==> src/rtl/rtc_campos_pkg.sv <==
// Shared definitions for the RTC field editor: field codes, register
// addresses, per-field BCD limits and the editor state encoding.
package rtc_campos_pkg;

  typedef enum logic [1:0] {
    REPOSO    = 2'd0,
    EDICION   = 2'd1,
    ESCRITURA = 2'd2
  } estado_t;

  localparam logic [3:0] CAMPO_SEG     = 4'd1;
  localparam logic [3:0] CAMPO_MIN     = 4'd2;
  localparam logic [3:0] CAMPO_HORA    = 4'd3;
  localparam logic [3:0] CAMPO_DIA     = 4'd4;
  localparam logic [3:0] CAMPO_MES     = 4'd5;
  localparam logic [3:0] CAMPO_ANIO    = 4'd6;
  localparam logic [3:0] CAMPO_TSEG    = 4'd7;
  localparam logic [3:0] CAMPO_TMIN    = 4'd8;
  localparam logic [3:0] CAMPO_THORA   = 4'd9;
  localparam int         NUM_CAMPOS    = 9;

  localparam logic [7:0] DIR_SEG   = 8'h21;
  localparam logic [7:0] DIR_MIN   = 8'h22;
  localparam logic [7:0] DIR_HORA  = 8'h23;
  localparam logic [7:0] DIR_DIA   = 8'h24;
  localparam logic [7:0] DIR_MES   = 8'h25;
  localparam logic [7:0] DIR_ANIO  = 8'h26;
  localparam logic [7:0] DIR_TSEG  = 8'h41;
  localparam logic [7:0] DIR_TMIN  = 8'h42;
  localparam logic [7:0] DIR_THORA = 8'h43;

  localparam logic [7:0] LIM_59 = 8'h59;
  localparam logic [7:0] LIM_23 = 8'h23;
  localparam logic [7:0] LIM_31 = 8'h31;
  localparam logic [7:0] LIM_12 = 8'h12;
  localparam logic [7:0] LIM_99 = 8'h99;

  function automatic logic campo_valido(input logic [3:0] c);
    return (c >= CAMPO_SEG) && (c <= CAMPO_THORA);
  endfunction

  function automatic logic [7:0] campo_min(input logic [3:0] c);
    return ((c == CAMPO_DIA) || (c == CAMPO_MES)) ? 8'h01 : 8'h00;
  endfunction

  function automatic logic [7:0] campo_max(input logic [3:0] c);
    case (c)
      CAMPO_HORA, CAMPO_THORA: return LIM_23;
      CAMPO_DIA:               return LIM_31;
      CAMPO_MES:               return LIM_12;
      CAMPO_ANIO:              return LIM_99;
      default:                 return LIM_59;
    endcase
  endfunction

  function automatic logic [7:0] campo_dir(input logic [3:0] c);
    case (c)
      CAMPO_SEG:   return DIR_SEG;
      CAMPO_MIN:   return DIR_MIN;
      CAMPO_HORA:  return DIR_HORA;
      CAMPO_DIA:   return DIR_DIA;
      CAMPO_MES:   return DIR_MES;
      CAMPO_ANIO:  return DIR_ANIO;
      CAMPO_TSEG:  return DIR_TSEG;
      CAMPO_TMIN:  return DIR_TMIN;
      CAMPO_THORA: return DIR_THORA;
      default:     return 8'h00;
    endcase
  endfunction

endpackage

==> src/rtl/editor_campos_if.sv <==
// Write channel from the field editor to the RTC bus controller.
// Handshake: wr_req rises with wr_dir/wr_dato valid and all three hold steady
// until the controller pulses wr_ack for one cycle; the request drops next edge.
interface editor_campos_if #(
  parameter int ANCHO_DATO = 8,
  parameter int ANCHO_DIR  = 8
);
  logic                  wr_req;
  logic [ANCHO_DIR-1:0]  wr_dir;
  logic [ANCHO_DATO-1:0] wr_dato;
  logic                  wr_ack;

  modport master (output wr_req, output wr_dir, output wr_dato, input wr_ack);
  modport slave  (input wr_req, input wr_dir, input wr_dato, output wr_ack);
endinterface

==> src/rtl/bcd_paso.sv <==
// Combinational two-digit BCD step with inclusive wrap limits; values outside
// the limits (or with non-decimal digits) snap to min on up and max on down.
module bcd_paso (
  input  logic [7:0] valor_i,
  input  logic [7:0] min_i,
  input  logic [7:0] max_i,
  input  logic       subir_i,
  output logic [7:0] valor_o
);
  logic [3:0] dec;
  logic [3:0] uni;
  logic       fuera;

  assign dec   = valor_i[7:4];
  assign uni   = valor_i[3:0];
  assign fuera = (dec > 4'd9) || (uni > 4'd9) || (valor_i < min_i) || (valor_i > max_i);

  always_comb begin
    valor_o = valor_i;
    if (subir_i) begin
      if (fuera || (valor_i == max_i)) valor_o = min_i;
      else if (uni == 4'd9)            valor_o = {dec + 4'd1, 4'd0};
      else                             valor_o = {dec, uni + 4'd1};
    end else begin
      if (fuera || (valor_i == min_i)) valor_o = max_i;
      else if (uni == 4'd0)            valor_o = {dec - 4'd1, 4'd9};
      else                             valor_o = {dec, uni - 4'd1};
    end
  end
endmodule

==> src/rtl/editor_campos.sv <==
// RTC field editor: BCD shadow of nine fields, up/down stepping of the field
// under the pointer, and one bus write per edit.
module editor_campos
  import rtc_campos_pkg::*;
#(
  parameter int ANCHO_DATO = 8,
  parameter int ANCHO_DIR  = 8
) (
  input  logic                  clk,
  input  logic                  reset,
  input  logic                  interr,
  input  logic [3:0]            puntero,
  input  logic                  arriba,
  input  logic                  abajo,
  input  logic                  rd_valid,
  input  logic [3:0]            rd_idx,
  input  logic [ANCHO_DATO-1:0] rd_data,
  editor_campos_if.master       bus,
  output logic [ANCHO_DATO-1:0] valor,
  output logic                  ocupado,
  output estado_t               estado_o
);
  estado_t               estado_q;
  logic [ANCHO_DATO-1:0] sombra_q [NUM_CAMPOS];
  logic                  wr_req_q;
  logic [ANCHO_DIR-1:0]  wr_dir_q;
  logic [ANCHO_DATO-1:0] wr_dato_q;
  logic                  ocupado_q;

  logic [3:0]            sel_ptr;
  logic [3:0]            sel_rd;
  logic                  ptr_ok;
  logic                  rd_ok;
  logic                  pulso;
  logic [ANCHO_DATO-1:0] paso_d;

  // Field codes are 1-based; the shadow array is 0-based.
  assign sel_ptr = puntero - 4'd1;
  assign sel_rd  = rd_idx - 4'd1;
  assign ptr_ok  = campo_valido(puntero);
  assign rd_ok   = campo_valido(rd_idx);
  assign pulso   = arriba ^ abajo;
  assign valor   = ptr_ok ? sombra_q[sel_ptr] : '0;

  bcd_paso u_paso (
    .valor_i (valor),
    .min_i   (campo_min(puntero)),
    .max_i   (campo_max(puntero)),
    .subir_i (arriba),
    .valor_o (paso_d)
  );

  always_ff @(posedge clk or negedge reset) begin
    if (!reset) begin
      estado_q  <= REPOSO;
      wr_req_q  <= 1'b0;
      wr_dir_q  <= '0;
      wr_dato_q <= '0;
      ocupado_q <= 1'b0;
      for (int i = 0; i < NUM_CAMPOS; i++) begin
        sombra_q[i] <= ((i == 3) || (i == 4)) ? 8'h01 : 8'h00;
      end
    end else begin
      case (estado_q)
        REPOSO: begin
          if (rd_valid && rd_ok) sombra_q[sel_rd] <= rd_data;
          if (interr) estado_q <= EDICION;
        end
        EDICION: begin
          if (!interr) begin
            estado_q <= REPOSO;
          end else if (pulso && ptr_ok) begin
            sombra_q[sel_ptr] <= paso_d;
            wr_req_q          <= 1'b1;
            wr_dir_q          <= campo_dir(puntero);
            wr_dato_q         <= paso_d;
            ocupado_q         <= 1'b1;
            estado_q          <= ESCRITURA;
          end
        end
        ESCRITURA: begin
          // The write always completes, even if edit mode is left meanwhile.
          if (bus.wr_ack) begin
            wr_req_q  <= 1'b0;
            ocupado_q <= 1'b0;
            estado_q  <= interr ? EDICION : REPOSO;
          end
        end
        default: estado_q <= REPOSO;
      endcase
    end
  end

  assign bus.wr_req  = wr_req_q;
  assign bus.wr_dir  = wr_dir_q;
  assign bus.wr_dato = wr_dato_q;
  assign ocupado     = ocupado_q;
  assign estado_o    = estado_q;
endmodule

==> src/flat_wrapper.sv <==
// flat-port wrapper written by rule: the top's interface ports become plain ports
module editor_campos_flat import rtc_campos_pkg::*;
#(
  parameter int ANCHO_DATO = 8,
  parameter int ANCHO_DIR  = 8
)
  (clk, reset, interr, puntero, arriba, abajo, rd_valid, rd_idx, rd_data, valor, ocupado, estado_o, bus_wr_req, bus_wr_dir, bus_wr_dato, bus_wr_ack);
  editor_campos_if #(.ANCHO_DATO(ANCHO_DATO), .ANCHO_DIR(ANCHO_DIR)) bus_i ();
  input  logic clk;
  input  logic reset;
  input  logic interr;
  input  logic [3:0] puntero;
  input  logic arriba;
  input  logic abajo;
  input  logic rd_valid;
  input  logic [3:0] rd_idx;
  input  logic [ANCHO_DATO-1:0] rd_data;
  output logic [ANCHO_DATO-1:0] valor;
  output logic ocupado;
  output estado_t estado_o;
  output wire logic [$bits(bus_i.wr_req)-1:0] bus_wr_req;
  output wire logic [$bits(bus_i.wr_dir)-1:0] bus_wr_dir;
  output wire logic [$bits(bus_i.wr_dato)-1:0] bus_wr_dato;
  input wire logic [$bits(bus_i.wr_ack)-1:0] bus_wr_ack;
  assign bus_wr_req = bus_i.wr_req;
  assign bus_wr_dir = bus_i.wr_dir;
  assign bus_wr_dato = bus_i.wr_dato;
  assign bus_i.wr_ack = bus_wr_ack;
  editor_campos #(.ANCHO_DATO(ANCHO_DATO), .ANCHO_DIR(ANCHO_DIR)) u_core (.clk(clk), .reset(reset), .interr(interr), .puntero(puntero), .arriba(arriba), .abajo(abajo), .rd_valid(rd_valid), .rd_idx(rd_idx), .rd_data(rd_data), .bus(bus_i), .valor(valor), .ocupado(ocupado), .estado_o(estado_o));
endmodule
==> config.mk <==
export PLATFORM = sky130hd
export DESIGN_NAME = editor_campos_flat
export DESIGN_NICKNAME = d
export VERILOG_FILES = /design/src/rtl/rtc_campos_pkg.sv /design/src/rtl/editor_campos_if.sv /design/src/rtl/bcd_paso.sv /design/src/rtl/editor_campos.sv /design/src/flat_wrapper.sv
export SDC_FILE = /design/constraint.sdc
export NUM_CORES = 1
export LEC_CHECK = 0
export ABC_CLOCK_PERIOD_IN_PS = 4850
export CORE_UTILIZATION = 59
export DETAILED_ROUTE_END_ITERATION = 6
export GPL_TIMING_DRIVEN = 0
export PLACE_DENSITY = 0.86
export SETUP_SLACK_MARGIN = 0.15
export SLEW_MARGIN = 25
export SYNTH_ARGS = -nofsm -noshare
export SYNTH_HDL_FRONTEND = slang
export SYNTH_HIERARCHICAL = 1
export SYNTH_SLANG_ARGS = --single-unit
==> constraint.sdc <==
create_clock -name clk -period 4.85 [get_ports clk]
set_input_delay 0.485 -clock clk [delete_from_list [all_inputs] [get_ports clk]]
set_output_delay 0.485 -clock clk [all_outputs]
set_load 0.005 [all_outputs]
; ---- Word-level counts from Yosys, hierarchy flattened
; Memories as Yosys holds them, arrays and structs flattened. A register that Yosys moved wholly into a read port is not among the register bits.
; Index checks and enable logic that the tools add are counted.
[word_totals]
out_inout_bits = 28
reg_bits = 91
elab_cells = 104
memories = 1
input_bits = 23
mem_bits_ro = 80
[memory_table]
columns = name, words, word_bits, rd, rd_clocked_by_memory_dff, wr, line
row1 = (no name shown), 16, 5, 1, 1, 0, rtc_campos_pkg.sv:57  ; case (c)
[classes]
mux = 31
n_addsub = 6
n_reduce_logical = 22
n_eq_ne = 16
magnitude_cmp = 12
n_bitwise = 3
[op_table]
columns = op, count
row1 = $mux 72, 3
row2 = $bwmux 72, 2
row3 = $pmux 72 s2, 1
row4 = $mux 8, 10
row5 = $demux 8 s4, 2
row6 = $bmux 8 s4, 1
row7 = $pmux 8 s4, 1
row8 = $eq 8x8->1, 2
row9 = $sub 4x1->4 const B, 4
row10 = $eq 4x3->1 const B, 3
row11 = $ge 5x5->1 const B, 2
row12 = $lt 5x1->1 const B, 2
row13 = $not 4->5, 2
row14 = $add 4x1->4 const B, 2
row15 = $eq 4x4->1 const B, 2
row16 = $ge 4x1->1 const B, 2
row17 = $gt 4x4->1 const B, 2
row18 = $gt 8x8->1, 1
row19 = $le 4x4->1 const B, 2
row20 = $lt 8x8->1, 1
row21 = $mux 2, 4
row22 = $reduce_and 4->1, 2
row23 = $logic_and 1x1->1, 6
row24 = $logic_or 1x1->1, 6
row25 = other kinds (16), 25

; ---- Longest topological paths before layout
; Gate-level depths: netlist (run 1).
[depth]
depth_word = 17
ltp_mapped = 23
mapped_depth_nobuf = 17

; ---- Cells and area by module
; Netlist (run 1), hierarchy kept.
[by_module_without_submodules]
columns = mod, cells_each, seq_area_each_um2, instances, area_per_inst_um2
row1 = editor_campos, 462, 2204.6, 1, 5202.5
row2 = bcd_paso, 141, 0.0, 1, 1033.5

; ---- Least setup slack after synthesis (run 1)
; Ideal clock, no wire load.
[synth_timing]
kind = input -> register
from = input port puntero[0]
to = register u_core/sombra_q[3] (netlist name)
required_ns = 4.725
path_buffers = 5
stages = 20
setup_time_ns = 0.125
path_slack_ns = -0.520
arrival_ns = 5.245
cell_sequence = buf_2 -> buf_2 -> inv_1 -> ha_1 -> clkbuf_1 -> clkbuf_1 -> mux4_2 -> o22ai_1 -> nor3b_1 -> ha_1 -> nor2b_1 -> o211ai_1 -> a211oi_1 -> nor2_1 -> clkbuf_1 -> a31oi_1 -> a32o_1 -> nand2_1 -> o22ai_1 -> mux2_2
[synth_between]
elab_chain_cells = 17
word_cells_on_any_way = 50
cone_classes = add/sub (3) / order compare (8) / eq/ne (9) / mux (17) / bitwise (1) / reduce/logical (12)
[synth_lines]
columns = item, line
row1 = start: declaration, flat_wrapper.sv:12  ; input logic [3:0] puntero;
row2 = $sub 4x1->4, editor_campos.sv:38  ; assign sel_ptr = puntero - 4'd1;
row3 = $not 4->5 (implied by the code), editor_campos.sv:43  ; assign valor = ptr_ok ? sombra_q[sel_ptr] : '0;
row4 = $bmux 8 s4, editor_campos.sv:43
row5 = $mux 8 (implied by the code) (2 in a row), editor_campos.sv:43
row6 = $mux 8 (*), editor_campos.sv:43
row7 = via valor[1], flat_wrapper.sv:18  ; output logic [ANCHO_DATO-1:0] valor;
row8 = branches (longest 6 deep; another with $lt 8x8->1), --
row9 = $mux 8 (*), bcd_paso.sv:20  ; if (subir_i) begin
row10 = via u_core.paso_d[3], editor_campos.sv:35  ; logic [ANCHO_DATO-1:0] paso_d;
row11 = $bwmux 72 (*), editor_campos.sv:73  ; sombra_q[sel_ptr] <= paso_d;
row12 = $mux 72 (*), editor_campos.sv:72  ; end else if (pulso && ptr_ok) begin
row13 = $mux 72 (*), editor_campos.sv:70  ; if (!interr) begin
row14 = $pmux 72 s2 (*), editor_campos.sv:64  ; case (estado_q)
row15 = end signal: indexed assignment, editor_campos.sv:61  ; sombra_q[i] <= ((i == 3) || (i == 4)) ? 8'h01 : 8'h00;
row16 = end signal: indexed assignment, editor_campos.sv:66  ; if (rd_valid && rd_ok) sombra_q[sel_rd] <= rd_data;
row17 = end signal: indexed assignment, editor_campos.sv:73
row18 = end: declaration, editor_campos.sv:24  ; logic [ANCHO_DATO-1:0] sombra_q [NUM_CAMPOS];
; Mark *: on every way through the listed nets, which the timed path passes. The select of a mux whose other input is x is not followed.
; A chain may end at the register's enable or synchronous reset.

; ---- Final worst setup path (run 1)
[layout_timing]
from = input port puntero[0]
to = register u_core/sombra_q[0] (netlist name)
[layout_between]
elab_chain_cells = 17
word_cells_on_any_way = 50
cone_classes = add/sub (3) / order compare (8) / eq/ne (9) / mux (17) / bitwise (1) / reduce/logical (12)
[layout_lines]
columns = item, line
row1 = branches (longest 12 deep; another with $lt 8x8->1), --
row2 = $mux 8 (*), bcd_paso.sv:20
row3 = via u_core.paso_d[0], editor_campos.sv:35
row4 = $bwmux 72 (*), editor_campos.sv:73
row5 = $mux 72 (*), editor_campos.sv:72
row6 = $mux 72 (*), editor_campos.sv:70
row7 = $pmux 72 s2 (*), editor_campos.sv:64
; Marked as above.

==> results of run 1 <==
-- stage by stage --
stage | hold slack [ns] | power, W | cell area [um2]
2_1_floorplan | 0.189 | 0.00122 | 6350
3_3_place_gp | 0.465 | 0.00144 | 6970
3_5_place_dp | 0.413 | 0.00147 | 7000
4_1_cts | 0.00512 | 0.00203 | 7520
5_1_grt | 0.0102 | 0.00217 | 7750
6_report | -0.00503 | 0.00208 | 7750
-- per-layer routing --
layer / GRT usage [%] / wire [um] / up-vias
li1: - / - / 2526
met1: 42.3 / 7120 / 2850
met2: 56.9 / 9350 / 380
met3: 6.24 / 1380 / 101
met4: 21.8 / 1040 / 0
met5: 0 / 0 / -
-- state kept, by name, indices dropped and copies added, names as in the netlist --
name and count:
u_core/bus.wr_dato 8, u_core/bus.wr_dir 5, u_core/estado_o 2, u_core/ocupado 1
u_core/sombra_q 72
-- cells by family (layout without fill, tap and decap cells) --
| group | Yosys count | count (layout) |
|---|---|---|
| compound gates | 179 | 179 |
| other cells | 1 | 18 |
| xor+xnor | 11 | 11 |
| fa+ha+maj | 26 | 26 |
| buf+inv | 63 | 160 |
| mux | 97 | 97 |
| flops | 88 | 88 |
| simple gates | 138 | 138 |
-- power by group through the flow --
stage,sequential [W],combinational [W],clock (W)
after detailed placement,0.000876,0.000590,0
after CTS,0.000864,0.000642,0.000521
final,0.000866,0.000694,0.000519
after floorplan,0.000868,0.000357,0
after global routing,0.000874,0.000737,0.000556
after global placement,0.000872,0.000565,0
-- cell type report --
class	count	area share, %
timing repair buffer	81	9.52
sequential	88	28.4
clock buffer	12	1.87
buffer	36	3.55
multi-input combinational	469	52.4
tap	136	2.19
inverter	27	1.36
clock inverter	4	0.710
-- worst paths after layout --
check,slack (ns),start,endpoint
max,0.18,puntero[0],u_core/sombra_q[0]$_DFFE_PN0P_
min,-0.005,reset,u_core/bus.wr_dato[5]$_DFFE_PN0P_
max reg2reg,0.81,u_core/sombra_q[39]$_DFFE_PN0P_,u_core/sombra_q[0]$_DFFE_PN0P_
min reg2reg,0.51,u_core/sombra_q[31]$_DFFE_PN0P_,u_core/sombra_q[31]$_DFFE_PN0P_
max in group asynchronous,4.26,reset,u_core/sombra_q[46]$_DFFE_PN0P_
min in group clk,0.51,u_core/sombra_q[31]$_DFFE_PN0P_,u_core/sombra_q[31]$_DFFE_PN0P_
-- cells in the final DEF (no fill, tap or decap), types with 6 or more instances in the layout --
cell and n:
a21oi_1 20, a22oi_1 8, a31oi_1 8, buf_4 41
buf_6 6, clkbuf_1 11, clkbuf_8 10, clkdlybuf4s50_1 42
conb_1 18, dfrtp_1 86, ha_1 23, inv_1 25
mux2_2 74, mux2i_1 7, mux4_2 16, nand2_1 40
nand2b_1 7, nand3_1 6, nand4_1 7, nor2_1 21
nor2b_1 8, o21ai_0 17, o22ai_1 68, o22ai_2 7
o2bb2ai_1 8, xnor2_1 8
-- what timing repair did --
item,in CTS,in global routing
hold endpoints to repair,0,0
gates resized for setup,49,32
setup buffers,20,15
endpoints found under the setup margin,87,74
pin swaps,12,10
==> results.json, run 1 <==
{
  "place.detailed.instances": 802,
  "final_net_count": 761,
  "seq_area_frac_synth_pct": 35.4,
  "slew_headroom_pct": 44.4,
  "grt-ovfl-total": 0,
  "synth.area.top_cells": "dfrtp_1 (35%), mux2_2 (13%), o22ai_1 (7.6%)",
  "cts_tree": "built",
  "post-route-util_pct": 75.4,
  "cpPeakStageDelay_ns": 0.38,
  "clk_path_buf_depth": 2,
  "ant_nets": 0,
  "fin_crit_sh_pct": 96.2,
  "synth_top_family_by_area": "compound AO/OA/AOI/OAI gates",
  "leakagePower_nw": 3.35,
  "fin_worst_skew_ns": 0.0171,
  "fin_tns_setup_ns": 0,
  "synth_common_cells": "dfrtp_1 (86), o22ai_1 (76), mux2_2 (74), nand2_1 (48), inv_1 (27)",
  "status": "complete, but fails checks",
  "drt_iter0_markers": 674,
  "p_switching_w": 0.000671,
  "violations": "DRC, hold timing",
  "synthDistinctLibCells": 71,
  "post_drt_wl_per_cell_um": 22.2,
  "layout.cells.non_filler": 853,
  "cp.depth": 23,
  "yosys.area_share.simple_pct": 12.4,
  "grt.total_usage_pct": 34.6,
  "grt_pass1_vias": 5746,
  "synthMuxAreaShare_pct": 20.3,
  "die_x_um": 105,
  "io_pins": 51,
  "seq_power_share_pct": 41.6,
  "pre_cts_slack_ns": -1.82,
  "antenna_cells": 0,
  "cp_cell_sequence": "buf_6, buf_12, buf_12, clkinvlp_4, ha_2, clkbuf_4, a32oi_2, buf_6, o22ai_1, nor3b_2, inv_2, ha_1, nor2b_1, o211ai_2, a2111oi_4, buf_4, o211ai_4, buf_4, a32oi_1, o311a_1, nand2_4, o22ai_2, mux2_2",
  "vdd_ir_drop_max_uv": 212,
  "die_h_um": 105,
  "die_area_mm2": 0.0110,
  "totalWireLength_um": 18900,
  "cp_slowest_cell": "nor3b_2",
  "worstPathArrival_ns": 4.98,
  "rr_worst_depth": 17,
  "fillCellCount": 654,
  "drv_slew": 0,
  "pwr-share-clk_pct": 25.0,
  "crit_family": "compound AO/OA/AOI/OAI gates",
  "synth-edff-count": 0,
  "critPathMaxFanout": 10,
  "synth_ff_type": "dfrtp_1",
  "ctsHtreeMaxLevel": 3,
  "fmax_mhz": 214,
  "clk_pin_slew_ns": 0.09,
  "dp_hpwl_um": 13000,
  "drv_cap": 0,
  "io_buffers": 45,
  "ys_warn_count": 11,
  "async_flop_share_pct": 100,
  "p_int_w": 0.00141,
  "vias": 5857,
  "yosysMostFrequentCell": "dfrtp_1",
  "start_util_pct": 60.7,
  "regArea_mm2": 0.00220,
  "drive_above_1_share_pct": 32.6,
  "grt_first_pass_wirelength_um": 29500,
  "whs_ns": -0.00503,
  "worst_ep_required_time_ns": 5.16,
  "syn_inst": 603,
  "row_count": 37,
  "worstHoldPathType": "primary input to asynchronous set/reset pin",
  "setup_viol": 0,
  "synthToLayoutAreaGrowth_pct": 24.3,
  "hold_viol_final": 6,
  "synth_top_area_share_pct": 34.5,
  "synthXorXnorAreaFrac_pct": 1.54,
  "combPwrFrac_pct": 33.4,
  "swShare_pct": 32.3,
  "via_per_inst": 6.87,
  "power.density_mw_per_mm2": 268,
  "cts_inserted_buffers": 9,
  "worstMarginPinSlew_ns": 0.834,
  "synthAdderAreaFrac_pct": 5.22,
  "path_class": "primary input to flip-flop",
  "yosys.area.top_type": "dfrtp_1",
  "synth-compound-area-share_pct": 20.6,
  "worstPathBufferInverterCount": 9,
  "coreArea_mm2": 0.0103,
  "place_congestion": 0.921,
  "syn_avg_cell_area_um2": 10.3,
  "antenna_found_initial": 0,
  "firstDrtPassIters": 7,
  "grt_max_degree": 51,
  "drc": 1,
  "setup_ws_ns": 0.185,
  "synth-seq-cells": 88,
  "synth_area_mm2": 0.00624,
  "fin_crit_ns": 4.67,
  "worstSkewPairLatency_ns": 0.38,
  "cts_hold_buf": 0,
  "worst_setup_path_end_kind": "flip-flop",
  "clock-root-buffer": "clkbuf_8",
  "startpoint_type": "primary input",
  "multi_input_area_mm2": 0.00406,
  "cts_sinks": 88
}
Power figures use the tool's default switching activity.
==> run 2: changes to the inputs <==
--- a/config.mk
+++ b/config.mk
@@ -5,7 +5,7 @@
 export SDC_FILE = /design/constraint.sdc
 export NUM_CORES = 1
 export LEC_CHECK = 0
-export ABC_CLOCK_PERIOD_IN_PS = 4850
+export ABC_CLOCK_PERIOD_IN_PS = 4300
 export CORE_UTILIZATION = 59
 export DETAILED_ROUTE_END_ITERATION = 6
 export GPL_TIMING_DRIVEN = 0
@@ -16,3 +16,4 @@
 export SYNTH_HDL_FRONTEND = slang
 export SYNTH_HIERARCHICAL = 1
 export SYNTH_SLANG_ARGS = --single-unit
+export TNS_END_PERCENT = 50
==> constraint.sdc (replaced) <==
create_clock -name clk -period 4.3 [get_ports clk]
set_input_delay 0.43 -clock clk [delete_from_list [all_inputs] [get_ports clk]]
set_output_delay 0.43 -clock clk [all_outputs]
set_load 0.005 [all_outputs]
==> run 2 against run 1 <==
Against the previous run:
- clock-buffer cell count decreased by 3
- final cell count increased by 3.0%
- critical endpoint is now u_core/sombra_q[11]$_DFFE_PN0P_
- first-iteration DRC count decreased by 19%
- global-route usage increased by 0.36 points
- flip-flop and latch count unchanged
- the flow now finishes without violations
- via count increased by 4.6%
- sequential power increased by 13%
- largest cell class unchanged
==> results.json, run 2 (synthesized netlist as in run 1, its figures left out) <==
{
  "antenna_cells": 0,
  "grt_pass1_vias": 5757,
  "vdd_ir_drop_max_uv": 283,
  "cts_inserted_buffers": 9,
  "worstPathArrival_ns": 4.55,
  "place.detailed.instances": 802,
  "reg2reg_from": "u_core/sombra_q[15]$_DFFE_PN0P_",
  "cts_tree": "built",
  "worst_ep_required_time_ns": 4.56,
  "post_drt_wl_per_cell_um": 24.0,
  "die_h_um": 105,
  "layout_commonest_cell": "dfrtp_1",
  "seq_power_share_pct": 39.7,
  "pwr-share-clk_pct": 23.2,
  "drv_slew": 0,
  "fin_tns_setup_ns": 0,
  "leakagePower_nw": 3.62,
  "drc": 0,
  "final_cell_mix": "dfrtp_1 (86), mux2_2 (71), buf_4 (55)",
  "final_net_count": 787,
  "hold_viol_final": 0,
  "vias": 6125,
  "io_pins": 51,
  "ant_nets": 0,
  "worstSkewPairLatency_ns": 0.37,
  "grt-ovfl-total": 0,
  "combPwrFrac_pct": 37.1,
  "fin_crit_ns": 4.29,
  "io_buffers": 45,
  "totalWireLength_um": 21100,
  "drive_above_1_share_pct": 40.8,
  "dp_hpwl_um": 13200,
  "startpoint_type": "primary input",
  "row_count": 37,
  "place_congestion": 0.888,
  "clock-root-buffer": "clkbuf_8",
  "firstDrtPassIters": 7,
  "worstHoldPathType": "primary input to asynchronous set/reset pin",
  "die_area_mm2": 0.0110,
  "grt_first_pass_wirelength_um": 30100,
  "drt_iter0_markers": 547,
  "p_int_w": 0.00160,
  "rsz0062_at_grt": "yes",
  "layout.cells.non_filler": 879,
  "swShare_pct": 35.2,
  "worstPathBufferInverterCount": 8,
  "drv_cap": 0,
  "via_per_inst": 6.97,
  "worstMarginPinSlew_ns": 1.21,
  "synthToLayoutAreaGrowth_pct": 36.4,
  "fin_worst_skew_ns": 0.0173,
  "antenna_found_initial": 0,
  "fmax_mhz": 233,
  "startpoint": "puntero[1]",
  "top_register": "u_core/sombra_q",
  "slew_headroom_pct": 19.2,
  "clk_pin_slew_ns": 0.11,
  "critPathMaxFanout": 11,
  "setup_viol": 0,
  "cpPeakStageDelay_ns": 0.29,
  "fin_area_mm2": 0.00850,
  "placed_cell_area_mm2": 0.00715,
  "grt_max_degree": 61,
  "clk_path_buf_depth": 2,
  "grt.total_usage_pct": 35.0,
  "cp_slowest_cell": "a211oi_4",
  "p_switching_w": 0.000868,
  "coreArea_mm2": 0.0103,
  "cp_cell_sequence": "clkbuf_4, inv_2, ha_1, buf_4, nor3b_2, nor3_4, clkbuf_8, nor3b_4, inv_2, buf_12, ha_1, nor2b_4, o211ai_1, buf_4, a211oi_4, nor2_4, buf_6, a31o_4, a32o_2, nand2_4, o22ai_1, mux2_4",
  "worst_setup_path_end_kind": "flip-flop",
  "whs_ns": 0.492,
  "largest_register_ffs": 72,
  "crit_family": "buffers and inverters",
  "ctsHtreeMaxLevel": 3,
  "path_class": "primary input to flip-flop",
  "p_total_w": 0.00247,
  "status": "finished clean",
  "power.density_mw_per_mm2": 290,
  "fin_crit_sh_pct": 99.8,
  "start_util_pct": 60.7,
  "die_x_um": 105,
  "cts_sinks": 88
}
[run 2: changes by cell type in the layout (fill, tap and decap cells not counted), moves of 4 or more]
cell	previous run	this run
buf_12	2	7
buf_4	41	55
buf_6	6	12
ha_1	23	17
ha_4	2	7
nand2_2	5	0
nand2_4	3	7
o22ai_1	68	50
o22ai_2	7	20
o22ai_4	1	6
[run 2: cell type report]
cell class              count  area, um2
inverters                  27        114
repair buffers            106       1010
clock inverters             7       61.3
clock buffers               9        124
plain buffers              36        320
fillers                   549       1770
multi-input cells         470       4500
well taps                 136        170
flip-flops and latches     88       2200
[run 2: layer usage]
metal  track usage (%)  part of all wire [%]  wire length, um
met3              5.30                   7.5             1580
met1              43.7                    36             7670
met4              15.2                   5.6             1180
met2              60.4                    51            10700
met5                 0                     0                0
[run 2: worst paths after layout]
kind / endpoint / slack, ns / depth (start not counted)
max in group asynchronous: u_core/sombra_q[32]$_DFFE_PN1P_ / 3.16 / 3
max reg2reg: u_core/sombra_q[11]$_DFFE_PN0P_ / 0.43 / 17
min: u_core/sombra_q[45]$_DFFE_PN0P_ / 0.49 / 2
min in group clk: u_core/bus.wr_dir[2]$_DFFE_PN0P_ / 0.50 / 2
max: u_core/sombra_q[11]$_DFFE_PN0P_ / 0.009 / 22
min reg2reg: u_core/bus.wr_dir[2]$_DFFE_PN0P_ / 0.50 / 2
[run 2: power by group through the flow]
stage | logic, W | clock network (W) | registers (W)
6_report | 0.000915 | 0.000572 | 0.000979
5_1_grt | 0.000966 | 0.000602 | 0.000987
2_1_floorplan | 0.000431 | 0 | 0.000979
3_5_place_dp | 0.000688 | 0 | 0.000990
3_3_place_gp | 0.000663 | 0 | 0.000983
4_1_cts | 0.000773 | 0.000576 | 0.000975
[run 2: stage by stage]
stage	setup slack [ns]	util (%)
4_1_cts	0.168	76.3
3_3_place_gp	-1.54	69.3
5_1_grt	-0.0553	82.7
3_5_place_dp	-1.60	69.6
2_1_floorplan	0.155	-
6_report	0.00888	82.7
[run 2: repair_timing]
item	CTS	global route
buffers inserted	27	30
cloned	2	1
hold buffers	1	0
hold endpoints to repair	28	0
pin swaps	24	27
gates resized for setup	67	72
setup endpoints to repair	86	80
==> run 3: changes to the inputs <==
--- a/config.mk
+++ b/config.mk
@@ -7,8 +7,8 @@
 export LEC_CHECK = 0
 export ABC_CLOCK_PERIOD_IN_PS = 4300
 export CORE_UTILIZATION = 59
+export CTS_CLUSTER_DIAMETER = 120
 export DETAILED_ROUTE_END_ITERATION = 6
-export GPL_TIMING_DRIVEN = 0
 export PLACE_DENSITY = 0.86
 export SETUP_SLACK_MARGIN = 0.15
 export SLEW_MARGIN = 25
==> run 3 against run 2 <==
Against the previous run:
- sequential power barely moved
- clock power rose by 7.9%
- final cell count fell by 0.91%
- clock-buffer cell count rose by 1
- setup slack improved by 0.26 ns
- clock skew fell by 0.0025 ns
- routed wire length fell by 8.2%
- critical path depth fell by 4
- core utilization fell by 4.6 points
==> results.json, run 3 (synthesized netlist as in run 1, its figures left out) <==
{
  "status": "finished clean",
  "cts_sinks": 88,
  "leakagePower_nw": 3.52,
  "antenna_cells": 0,
  "fillCellCount": 654,
  "start_util_pct": 60.7,
  "via_per_inst": 6.74,
  "grt-ovfl-total": 0,
  "cts_inserted_buffers": 9,
  "fin_tns_setup_ns": 0,
  "vdd_ir_drop_max_uv": 224,
  "io_buffers": 47,
  "dp_hpwl_um": 14600,
  "setup_viol": 0,
  "drc": 0,
  "fin_crit_ns": 4.04,
  "drv_slew": 0,
  "slew_headroom_pct": 50.6,
  "regArea_mm2": 0.00220,
  "vias": 5869,
  "rsz0062_at_grt": "no",
  "power.density_mw_per_mm2": 301,
  "critPathMaxFanout": 14,
  "worst_setup_path_end_kind": "flip-flop",
  "clk_path_buf_depth": 2,
  "drive_above_1_share_pct": 36.5,
  "p_total_w": 0.00242,
  "worst_ep_required_time_ns": 4.55,
  "grt_first_pass_wirelength_um": 31000,
  "totalWireLength_um": 19400,
  "ctsHtreeMaxLevel": 3,
  "largest_register_ffs": 72,
  "die_area_mm2": 0.0110,
  "drt_iter0_markers": 581,
  "multi_input_area_mm2": 0.00414,
  "cts_hold_buf": 0,
  "reg2reg_from": "u_core/sombra_q[39]$_DFFE_PN0P_",
  "top_register": "u_core/sombra_q",
  "clock-root-buffer": "clkbuf_8",
  "io_pins": 51,
  "fin_area_mm2": 0.00803,
  "ant_nets": 0,
  "fmax_mhz": 248,
  "fin_crit_sh_pct": 93.8,
  "placed_cell_area_mm2": 0.00751,
  "startpoint": "puntero[0]",
  "drv_cap": 0,
  "die_h_um": 105,
  "worstMarginPinSlew_ns": 0.738,
  "worstHoldPathType": "primary input to asynchronous set/reset pin",
  "cts_tree": "built",
  "post-route-util_pct": 78.1,
  "layout_commonest_cell": "dfrtp_1",
  "worstSkewPairLatency_ns": 0.37,
  "final_net_count": 779,
  "startpoint_type": "primary input",
  "whs_ns": 0.0634,
  "clk_pin_slew_ns": 0.10,
  "hold_viol_final": 0,
  "coreArea_mm2": 0.0103,
  "grt.total_usage_pct": 36.9,
  "final_cell_mix": "dfrtp_1 (86), buf_4 (78), mux2_2 (74)",
  "post_drt_wl_per_cell_um": 22.3,
  "firstDrtPassIters": 5,
  "grt_max_degree": 48,
  "row_count": 37,
  "place_congestion": 0.935,
  "worstPathArrival_ns": 4.29,
  "antenna_found_initial": 0,
  "path_class": "primary input to flip-flop",
  "die_x_um": 105,
  "grt_pass1_vias": 6012,
  "fin_worst_skew_ns": 0.0148,
  "synthToLayoutAreaGrowth_pct": 28.8
}
-- run 3: timing repair --
action,4_1_cts,5_1_grt
gates resized for setup,39,7
pin swaps,14,4
endpoints found under the setup margin,80,50
buffers inserted,7,2
-- run 3: report_power, final --
| group | internal (W) | leakage, nW | switching (W) | total [W] |
|---|---|---|---|---|
| Combinational | 0.000411 | 2.22 | 0.000408 | 0.000819 |
| Sequential | 0.000921 | 1.19 | 0.0000615 | 0.000982 |
| Clock | 0.000294 | 0.109 | 0.000323 | 0.000617 |
-- run 3: final timing paths --
check / endpoint / slack (ns) / cells past startpoint
min: u_core/sombra_q[5]$_DFFE_PN0P_ / 0.06 / 1
max: u_core/sombra_q[17]$_DFFE_PN0P_ / 0.26 / 18
max reg2reg: u_core/sombra_q[17]$_DFFE_PN0P_ / 0.52 / 17
min reg2reg: u_core/bus.wr_dir[6]$_DFFE_PN0P_ / 0.50 / 2
max in group asynchronous: u_core/sombra_q[40]$_DFFE_PN1P_ / 3.55 / 2
min in group clk: u_core/bus.wr_dir[6]$_DFFE_PN0P_ / 0.50 / 2
-- run 3: layout make-up --
class	instances	share of cell area [%]
repair buffers	135	14.9
inverters	27	1.26
flip-flops and latches	88	27.5
clock inverters	6	0.950
clock buffers	10	1.71
well taps	136	2.12
multi-input cells	469	51.6
-- run 3: per-layer routing --
metal	vias up	global-route usage, %	part of all wire [%]
met3	111	6.99	7.4
met4	0	22.2	5.7
met1	2830	42.7	37
met5	-	0	0
li1	2562	-	-
met2	366	63.3	50
-- run 3: worst max-delay path, cell delays in order --
cell and delay (ns):
dlygate4sd2_1 0.27, buf_6 0.17, or3_1 0.39, a32oi_2 0.27, buf_6 0.19, o22ai_4 0.10
nor3b_4 0.30, ha_1 0.31, nor2b_1 0.14, o211ai_2 0.19, a2111oi_4 0.12, o211ai_4 0.31
buf_6 0.18, mux2i_1 0.22, o2bb2ai_2 0.13, nand2_4 0.15, o22ai_1 0.11, mux2_2 0.30
-- run 3: metrics by stage --
stage / instances / worst slack, ns
final: 871 / 0.265
after detailed placement: 846 / -0.536
after CTS: 869 / 0.277
after global routing: 871 / 0.167
after global placement: 845 / -0.456
after floorplan: 620 / 0.155
